**src/rtl/bram_port_master_pkg.sv**
```systemverilog
// Shared helpers for the BRAM port master: count-width math and parameter checks.
package bram_port_master_pkg;

  // Ceiling log2; returns 0 for n <= 1.
  function automatic int log2(input int n);
    int r;
    r = 0;
    for (int i = 0; i < 31; i++) begin
      if ((1 << i) < n) r = i + 1;
    end
    return r;
  endfunction

  // Width needed to hold the values 0..depth inclusive.
  function automatic int cnt_bitw(input int depth);
    int w;
    w = log2(depth + 1);
    return (w < 1) ? 1 : w;
  endfunction

  function automatic bit rd_latency_ok(input int lat);
    return (lat == 1) || (lat == 2);
  endfunction

endpackage

```
**src/rtl/bram_port_master_if.sv**
```systemverilog
// BramPort bundle between the port master and the BRAM / data width converter.
interface bram_port_master_if #(
  parameter int ADDR_BITW = 32,
  parameter int DATA_BITW = 32
);
  logic                   Clk_C;
  logic                   Rst_R;
  logic                   En_S;
  logic [ADDR_BITW-1:0]   Addr_S;
  logic [DATA_BITW-1:0]   Wr_D;
  logic [DATA_BITW/8-1:0] WrEn_S;
  logic [DATA_BITW-1:0]   Rd_D;

  modport master (
    output Clk_C, Rst_R, En_S, Addr_S, Wr_D, WrEn_S,
    input  Rd_D
  );

  modport slave (
    input  Clk_C, Rst_R, En_S, Addr_S, Wr_D, WrEn_S,
    output Rd_D
  );
endinterface

```
**src/rtl/bram_port_master_rsp_fifo.sv**
```systemverilog
// Circular response buffer; the head is visible combinationally whenever non-empty.
module bram_port_master_rsp_fifo
  import bram_port_master_pkg::*;
#(
  parameter int DATA_BITW = 32,
  parameter int DEPTH     = 4
) (
  input  logic                 clk,
  input  logic                 rst_n,
  input  logic                 push,
  input  logic [DATA_BITW-1:0] push_data,
  input  logic                 pop,
  output logic [DATA_BITW-1:0] head,
  output logic                 empty,
  output logic                 full
);

  localparam int PTR_BITW = (DEPTH > 1) ? log2(DEPTH) : 1;
  localparam int CNT_BITW = cnt_bitw(DEPTH);
  localparam logic [PTR_BITW-1:0] PTR_LAST = PTR_BITW'(DEPTH - 1);
  localparam logic [CNT_BITW-1:0] CNT_FULL = CNT_BITW'(DEPTH);

  logic [DATA_BITW-1:0] mem_q [DEPTH];
  logic [DATA_BITW-1:0] mem_d [DEPTH];
  logic [PTR_BITW-1:0]  wr_ptr_q, wr_ptr_d;
  logic [PTR_BITW-1:0]  rd_ptr_q, rd_ptr_d;
  logic [CNT_BITW-1:0]  cnt_q, cnt_d;

  function automatic logic [PTR_BITW-1:0] next_ptr(input logic [PTR_BITW-1:0] p);
    return (p == PTR_LAST) ? '0 : p + PTR_BITW'(1);
  endfunction

  always_comb begin
    mem_d    = mem_q;
    wr_ptr_d = wr_ptr_q;
    rd_ptr_d = rd_ptr_q;
    cnt_d    = cnt_q;
    if (push) begin
      mem_d[wr_ptr_q] = push_data;
      wr_ptr_d        = next_ptr(wr_ptr_q);
    end
    if (pop) begin
      rd_ptr_d = next_ptr(rd_ptr_q);
    end
    unique case ({push, pop})
      2'b10:   cnt_d = cnt_q + CNT_BITW'(1);
      2'b01:   cnt_d = cnt_q - CNT_BITW'(1);
      default: cnt_d = cnt_q;
    endcase
  end

  always_ff @(posedge clk or negedge rst_n) begin
    if (!rst_n) begin
      mem_q    <= '{default: '0};
      wr_ptr_q <= '0;
      rd_ptr_q <= '0;
      cnt_q    <= '0;
    end else begin
      mem_q    <= mem_d;
      wr_ptr_q <= wr_ptr_d;
      rd_ptr_q <= rd_ptr_d;
      cnt_q    <= cnt_d;
    end
  end

  assign head  = mem_q[rd_ptr_q];
  assign empty = (cnt_q == '0);
  assign full  = (cnt_q == CNT_FULL);

endmodule

```
**src/rtl/bram_port_master.sv**
```systemverilog
// Valid/ready request front end for a BramPort: tracks the fixed read latency and
// returns read data in order, admitting reads only while a response slot is reserved.
module bram_port_master
  import bram_port_master_pkg::*;
#(
  parameter int ADDR_BITW      = 32,
  parameter int DATA_BITW      = 32,
  parameter int RD_LATENCY     = 1,
  parameter int RSP_FIFO_DEPTH = 4
) (
  input  logic                   Clk_C,
  input  logic                   Rst_RBI,
  input  logic                   Req_Valid_S,
  output logic                   Req_Ready_S,
  input  logic [ADDR_BITW-1:0]   Req_Addr_S,
  input  logic [DATA_BITW/8-1:0] Req_WrEn_S,
  input  logic [DATA_BITW-1:0]   Req_Wr_D,
  output logic                   Rsp_Valid_S,
  input  logic                   Rsp_Ready_S,
  output logic [DATA_BITW-1:0]   Rsp_Rd_D,
  bram_port_master_if.master     ToBram_PM
);

  localparam int CNT_BITW = cnt_bitw(RSP_FIFO_DEPTH);
  localparam logic [CNT_BITW-1:0] CNT_MAX = CNT_BITW'(RSP_FIFO_DEPTH);
  localparam bit PARAMS_OK = ((DATA_BITW % 8) == 0) && rd_latency_ok(RD_LATENCY)
                             && (RSP_FIFO_DEPTH >= RD_LATENCY + 1);

  logic [CNT_BITW-1:0]   cnt_q, cnt_d;
  logic [RD_LATENCY-1:0] vld_q, vld_d;

  logic                 is_rd;
  logic                 accept;
  logic                 rd_acc;
  logic                 rd_vld;
  logic                 rsp_hs;
  logic                 fifo_push;
  logic                 fifo_pop;
  logic [DATA_BITW-1:0] fifo_head;
  logic                 fifo_empty;
  logic                 fifo_full;

  // Credit counter covers reads in flight plus buffered responses, so the FIFO
  // always has room for every returning beat.
  always_comb begin
    is_rd       = (Req_WrEn_S == '0);
    Req_Ready_S = Rst_RBI && (!is_rd || (cnt_q < CNT_MAX));
    accept      = Req_Valid_S && Req_Ready_S;
    rd_acc      = accept && is_rd;

    rd_vld      = vld_q[RD_LATENCY-1];
    Rsp_Valid_S = !fifo_empty || rd_vld;
    if (!fifo_empty) begin
      Rsp_Rd_D = fifo_head;
    end else if (rd_vld) begin
      Rsp_Rd_D = ToBram_PM.Rd_D;
    end else begin
      Rsp_Rd_D = '0;
    end
    rsp_hs    = Rsp_Valid_S && Rsp_Ready_S;
    fifo_pop  = rsp_hs && !fifo_empty;
    // Returning data bypasses the buffer only when nothing older waits and it is taken now.
    fifo_push = rd_vld && !(fifo_empty && Rsp_Ready_S);

    vld_d = RD_LATENCY'({vld_q, rd_acc});

    unique case ({rd_acc, rsp_hs})
      2'b10:   cnt_d = cnt_q + CNT_BITW'(1);
      2'b01:   cnt_d = cnt_q - CNT_BITW'(1);
      default: cnt_d = cnt_q;
    endcase
  end

  always_ff @(posedge Clk_C or negedge Rst_RBI) begin
    if (!Rst_RBI) begin
      cnt_q <= '0;
      vld_q <= '0;
    end else begin
      cnt_q <= cnt_d;
      vld_q <= vld_d;
    end
  end

  assign ToBram_PM.Clk_C  = Clk_C;
  assign ToBram_PM.Rst_R  = ~Rst_RBI;
  assign ToBram_PM.En_S   = accept;
  assign ToBram_PM.Addr_S = Req_Addr_S;
  assign ToBram_PM.WrEn_S = accept ? Req_WrEn_S : '0;
  assign ToBram_PM.Wr_D   = Req_Wr_D;

  bram_port_master_rsp_fifo #(
    .DATA_BITW (DATA_BITW),
    .DEPTH     (RSP_FIFO_DEPTH)
  ) u_rsp_fifo (
    .clk       (Clk_C),
    .rst_n     (Rst_RBI),
    .push      (fifo_push),
    .push_data (ToBram_PM.Rd_D),
    .pop       (fifo_pop),
    .head      (fifo_head),
    .empty     (fifo_empty),
    .full      (fifo_full)
  );

  ap_params: assert property (@(posedge Clk_C)
    PARAMS_OK && ($bits(ToBram_PM.Addr_S) == ADDR_BITW) && ($bits(ToBram_PM.Rd_D) == DATA_BITW));

  ap_no_overflow: assert property (@(posedge Clk_C) disable iff (!Rst_RBI)
    !(fifo_push && fifo_full));

endmodule
```
**src/flat_wrapper.sv**
```systemverilog
// flat-port wrapper written by rule: the top's interface ports become plain ports
module bram_port_master_flat import bram_port_master_pkg::*;
#(
  parameter int ADDR_BITW      = 32,
  parameter int DATA_BITW      = 32,
  parameter int RD_LATENCY     = 1,
  parameter int RSP_FIFO_DEPTH = 4
)
  (Clk_C, Rst_RBI, Req_Valid_S, Req_Ready_S, Req_Addr_S, Req_WrEn_S, Req_Wr_D, Rsp_Valid_S, Rsp_Ready_S, Rsp_Rd_D, ToBram_PM_Clk_C, ToBram_PM_Rst_R, ToBram_PM_En_S, ToBram_PM_Addr_S, ToBram_PM_Wr_D, ToBram_PM_WrEn_S, ToBram_PM_Rd_D);
  bram_port_master_if #(.ADDR_BITW(ADDR_BITW), .DATA_BITW(DATA_BITW)) ToBram_PM_i ();
  input  logic Clk_C;
  input  logic Rst_RBI;
  input  logic Req_Valid_S;
  output logic Req_Ready_S;
  input  logic [ADDR_BITW-1:0] Req_Addr_S;
  input  logic [DATA_BITW/8-1:0] Req_WrEn_S;
  input  logic [DATA_BITW-1:0] Req_Wr_D;
  output logic Rsp_Valid_S;
  input  logic Rsp_Ready_S;
  output logic [DATA_BITW-1:0] Rsp_Rd_D;
  output wire logic [$bits(ToBram_PM_i.Clk_C)-1:0] ToBram_PM_Clk_C;
  output wire logic [$bits(ToBram_PM_i.Rst_R)-1:0] ToBram_PM_Rst_R;
  output wire logic [$bits(ToBram_PM_i.En_S)-1:0] ToBram_PM_En_S;
  output wire logic [$bits(ToBram_PM_i.Addr_S)-1:0] ToBram_PM_Addr_S;
  output wire logic [$bits(ToBram_PM_i.Wr_D)-1:0] ToBram_PM_Wr_D;
  output wire logic [$bits(ToBram_PM_i.WrEn_S)-1:0] ToBram_PM_WrEn_S;
  input wire logic [$bits(ToBram_PM_i.Rd_D)-1:0] ToBram_PM_Rd_D;
  assign ToBram_PM_Clk_C = ToBram_PM_i.Clk_C;
  assign ToBram_PM_Rst_R = ToBram_PM_i.Rst_R;
  assign ToBram_PM_En_S = ToBram_PM_i.En_S;
  assign ToBram_PM_Addr_S = ToBram_PM_i.Addr_S;
  assign ToBram_PM_Wr_D = ToBram_PM_i.Wr_D;
  assign ToBram_PM_WrEn_S = ToBram_PM_i.WrEn_S;
  assign ToBram_PM_i.Rd_D = ToBram_PM_Rd_D;
  bram_port_master #(.ADDR_BITW(ADDR_BITW), .DATA_BITW(DATA_BITW), .RD_LATENCY(RD_LATENCY), .RSP_FIFO_DEPTH(RSP_FIFO_DEPTH)) u_core (.Clk_C(Clk_C), .Rst_RBI(Rst_RBI), .Req_Valid_S(Req_Valid_S), .Req_Ready_S(Req_Ready_S), .Req_Addr_S(Req_Addr_S), .Req_WrEn_S(Req_WrEn_S), .Req_Wr_D(Req_Wr_D), .Rsp_Valid_S(Rsp_Valid_S), .Rsp_Ready_S(Rsp_Ready_S), .Rsp_Rd_D(Rsp_Rd_D), .ToBram_PM(ToBram_PM_i));
endmodule
```
**config.mk**
```make
export PLATFORM = sky130hd
export DESIGN_NAME = bram_port_master_flat
export DESIGN_NICKNAME = d
export VERILOG_FILES = /design/src/rtl/bram_port_master_pkg.sv /design/src/rtl/bram_port_master_if.sv /design/src/rtl/bram_port_master_rsp_fifo.sv /design/src/rtl/bram_port_master.sv /design/src/flat_wrapper.sv
export SDC_FILE = /design/constraint.sdc
export NUM_CORES = 1
export LEC_CHECK = 0
export BUFFER_PORTS_ARGS = -buffer_cell sky130_fd_sc_hd__buf_2
export CORE_UTILIZATION = 35
export CTS_BUF_LIST = sky130_fd_sc_hd__clkbuf_16
export DETAILED_ROUTE_END_ITERATION = 10
export GPL_TIMING_DRIVEN = 0
export HOLD_SLACK_MARGIN = 0.15
export SETUP_SLACK_MARGIN = 0.02
export SKIP_LAST_GASP = 1
export SYNTH_ARGS = -nofsm -noshare
export SYNTH_HDL_FRONTEND = slang
export SYNTH_SLANG_ARGS = --single-unit
```
**constraint.sdc**
```tcl
create_clock -name Clk_C -period 2.1 [get_ports Clk_C]
set_input_delay 0.42 -clock Clk_C [delete_from_list [all_inputs] [get_ports Clk_C]]
set_output_delay 0.42 -clock Clk_C [all_outputs]
set_load 0.05 [all_outputs]
```
==> impl_metrics.env <==
export IMPL_status="finished with violations"
export IMPL_violations="negative setup slack"
export IMPL_async_flop_share_pct=100.0
export IMPL_pwr_share_seq_pct=26.3
export IMPL_cp_slowest_cell="mux4_2"
export IMPL_p_per_area_mw_per_mm2=1234
export IMPL_synth_flop_cell="dfrtp_1"
export IMPL_crit_path_max_incr_delay_ns=0.51
export IMPL_fmax_ghz=0.3988
export IMPL_fin_nets=859
export IMPL_rows=52
export IMPL_grt_ovfl_total=0
export IMPL_pwr_share_clk_pct=25.9
export IMPL_synth_distinct_cells=25
export IMPL_cp_start_kind="flip-flop"
export IMPL_grt_pass1_vias=5516
export IMPL_r2r_setup_slack_ns=-0.20
export IMPL_setup_tns_ns=-12.28
export IMPL_hold_path_cell_count=2
export IMPL_ys_seq_elements=139
export IMPL_reg2regPathDepth=11
export IMPL_crit_arrival_ns=2.09
export IMPL_pre_cts_slack_ns=-0.6646
export IMPL_drt_iter0_drc=122
export IMPL_r2r_start="u_core.u_rsp_fifo.cnt_q[0]"
export IMPL_utilization_pct=49.48
export IMPL_num_vias=5009
export IMPL_rsz0062_at_grt="true"
export IMPL_dieArea_mm2=0.02110
export IMPL_cts_tree="done"
export IMPL_routed_wl_um=18770
export IMPL_syn_num_nets=662
export IMPL_finalSetupViolCount=36
export IMPL_grt_first_pass_wirelength_um=29500
export IMPL_crit_required_ns=1.68
export IMPL_clk_pin_slew_ns=0.06
export IMPL_hold_violations=0
export IMPL_synth_mux_area_share_pct=31.01
export IMPL_max_vdd_ir_drop_mv=0.8780
export IMPL_p_comb_share_pct=47.8
export IMPL_syn_inst=549
export IMPL_first_pass_iters=4
export IMPL_netSwitchingFraction_pct=37.69
export IMPL_die_w_um=145.3
export IMPL_gp_congestion=0.7354
export IMPL_finClkSkew_ns=0.009279
export IMPL_syn_cell_area_mm2=0.007183
export IMPL_port_buffers=144
export IMPL_track_usage_pct=18.46
export IMPL_cp_end_kind="primary output"
export IMPL_num_io_pins=209
export IMPL_antenna_found_initial=1
export IMPL_syn_to_final_growth_pct=38.93
export IMPL_r2r_end="u_core.cnt_q[2]"
export IMPL_cp_max_fo=8
export IMPL_timing_slew_headroom_pct=55.97
export IMPL_synth_edff_count=0
export IMPL_synth_area_leader_cell="dfrtp_1"
export IMPL_clock_latency_ns=0.53
export IMPL_synthXorXnorAreaFrac_pct=0.7316
export IMPL_holdCritPathClass="input pin to flip-flop"
export IMPL_nFillCells=1764
export IMPL_cap_violations=0
export IMPL_antenna_left=0
export IMPL_yosysTopAreaCellShare_pct=48.42
export IMPL_initial_utilization_pct=35.61
export IMPL_worst_hold_slack_ns=0.1702
export IMPL_synth_area_top_cells="dfrtp_1, mux2_2, mux4_2"
export IMPL_power_switching_w=0.004641
export IMPL_hp_start="ToBram_PM_Rd_D[19]"
export IMPL_period_share_pct=119.4
export IMPL_routedWlPerCell_um=18.26
export IMPL_setup_slack_ns=-0.4075
export IMPL_post_route_min_period_ns=2.508
export IMPL_path_class="flip-flop to primary output"
export IMPL_avgSynthCellArea_um2=13.08
export IMPL_synth_adder_area_share_pct=1.777
export IMPL_place_hpwl_um=12510
export IMPL_synth_simple_area_share_pct=5.382
export IMPL_yosysWarningCount=0
export IMPL_min_to="u_core.u_rsp_fifo.mem_q[83]"
export IMPL_seq_area_frac_synth_pct=48.42
export IMPL_cp_cell_sequence="buf_12, clkbuf_16, mux4_2, nand2_2, o21ai_2, buf_6"
export IMPL_drv_slew=0
export IMPL_remaining_drc_errors=0
export IMPL_leakage_nw=4.683
export IMPL_num_antenna_cells=0
export IMPL_layout_drive_gt1_share_pct=69.92
export IMPL_synth_compound_area_share_pct=2.299
export IMPL_synth_common_cells="dfrtp_1, mux2_2, nand2_1"
export IMPL_synth_top_family_by_area="multiplexers"
export IMPL_p_int_w=0.007671
export IMPL_die_h_um=145.3
export IMPL_grt_max_degree=41
export IMPL_worst_slew_pin_transition_ns=0.6580
export IMPL_synth_most_common_cell="dfrtp_1"
export IMPL_design_core_area_mm2=0.02017
export IMPL_viasPerCell=4.873
-- stage by stage --
step / total power [W] / std cells / area, um^2
after floorplan: 0.006820 / 549 / 7292
after global placement: 0.007802 / 963 / 8351
after detailed placement: 0.007917 / 964 / 8384
after CTS: 0.01179 / 1020 / 9642
after global routing: 0.01288 / 1028 / 9980
final: 0.01231 / 1028 / 9980
-- cell usage in the layout (no fill, tap or decap), types with 3 or more instances in the layout --
master         instances
nand2_1               44
clkbuf_16             25
buf_4                 79
buf_12                12
inv_2                  3
clkbuf_2               3
nor2_1                 6
ha_1                   5
clkbuf_4               3
mux4_2                32
xor2_1                 3
buf_2                112
mux2_2               132
dfrtp_1              139
nand2_2               24
clkinv_2               4
and3_1                 5
o21ai_1                3
o21ai_2               27
inv_1                 12
clkbuf_8               3
dlygate4sd3_1          4
buf_6                 45
-- power by group through the flow --
stage,logic (W),clock network [W],registers [W]
after floorplan,0.00348,0.000103,0.00324
after global placement,0.00442,0.000116,0.00327
after detailed placement,0.00449,0.000116,0.00331
after CTS,0.00532,0.00324,0.00323
after global routing,0.00621,0.00338,0.00329
final,0.00588,0.00319,0.00324
-- critical path, delay by kind of cell, from the launching register on --
family          cells  cell delay (ns)
mux                 1             0.51
compound gates      1             0.07
buf+inv             3             0.50
simple gates        1             0.08
flops               1             0.39
-- sequential cells by signal, summed over array words and instances (netlist names) --
register	count
u_core.cnt_q	3
u_core.rd_vld	1
u_core.u_rsp_fifo.cnt_q	3
u_core.u_rsp_fifo.mem_q	128
u_core.u_rsp_fifo.rd_ptr_q	2
u_core.u_rsp_fifo.wr_ptr_q	2
-- worst max path at each step --
stage | from | slack (ns) | end | depth (start not counted)
final | u_core.u_rsp_fifo.rd_ptr_q[0] | -0.41 | Rsp_Rd_D[0] | 6
after global routing | u_core.u_rsp_fifo.rd_ptr_q[0] | -0.48 | Rsp_Rd_D[0] | 6
after CTS | u_core.u_rsp_fifo.rd_ptr_q[0] | -0.43 | Rsp_Rd_D[12] | 6
after detailed placement | Rst_RBI | -0.66 | u_core.cnt_q[2] | 11
after global placement | Rst_RBI | -2.27 | u_core.cnt_q[2] | 10
after floorplan | u_core.u_rsp_fifo.cnt_q[2] | -0.19 | Rsp_Rd_D[16] | 4
-- cell type report --
| type | instances | area, um^2 | share of cell area (%) |
|---|---|---|---|
| multi-input combinational | 304 | 3228 | 32.35 |
| clock buffer | 21 | 505.5 | 5.065 |
| timing repair buffer | 174 | 1405 | 14.08 |
| buffer | 96 | 869.6 | 8.714 |
| inverter | 10 | 37.54 | 0.3761 |
| tap | 270 | 337.8 | 3.385 |
| sequential | 139 | 3478 | 34.85 |
| clock inverter | 14 | 117.6 | 1.179 |
-- metal layers --
layer | track usage (%) | share of wire, % | vias to the layer above
met2 | 33.13 | 53 | 195
li1 | - | - | 2255
met5 | 0 | 0.043 | -
met3 | 4.308 | 5.6 | 32
met4 | 8.000 | 2.2 | 2
met1 | 20.85 | 39 | 2525
-- kinds of logic after synthesis --
family / Yosys count
mux: 166
flops: 139
buf+inv: 106
simple gates: 90
compound gates: 33
fa+ha+maj: 9
xor+xnor: 6
-- repair_timing --
item	in CTS	in global routing
endpoints found under the setup margin	44	66
endpoints found under the hold margin	139	0
resized for setup	97	69
setup buffers	10	6
pin swaps	5	34
cloned	2	3
hold buffers	10	0
(Power assumes the default switching activity.)
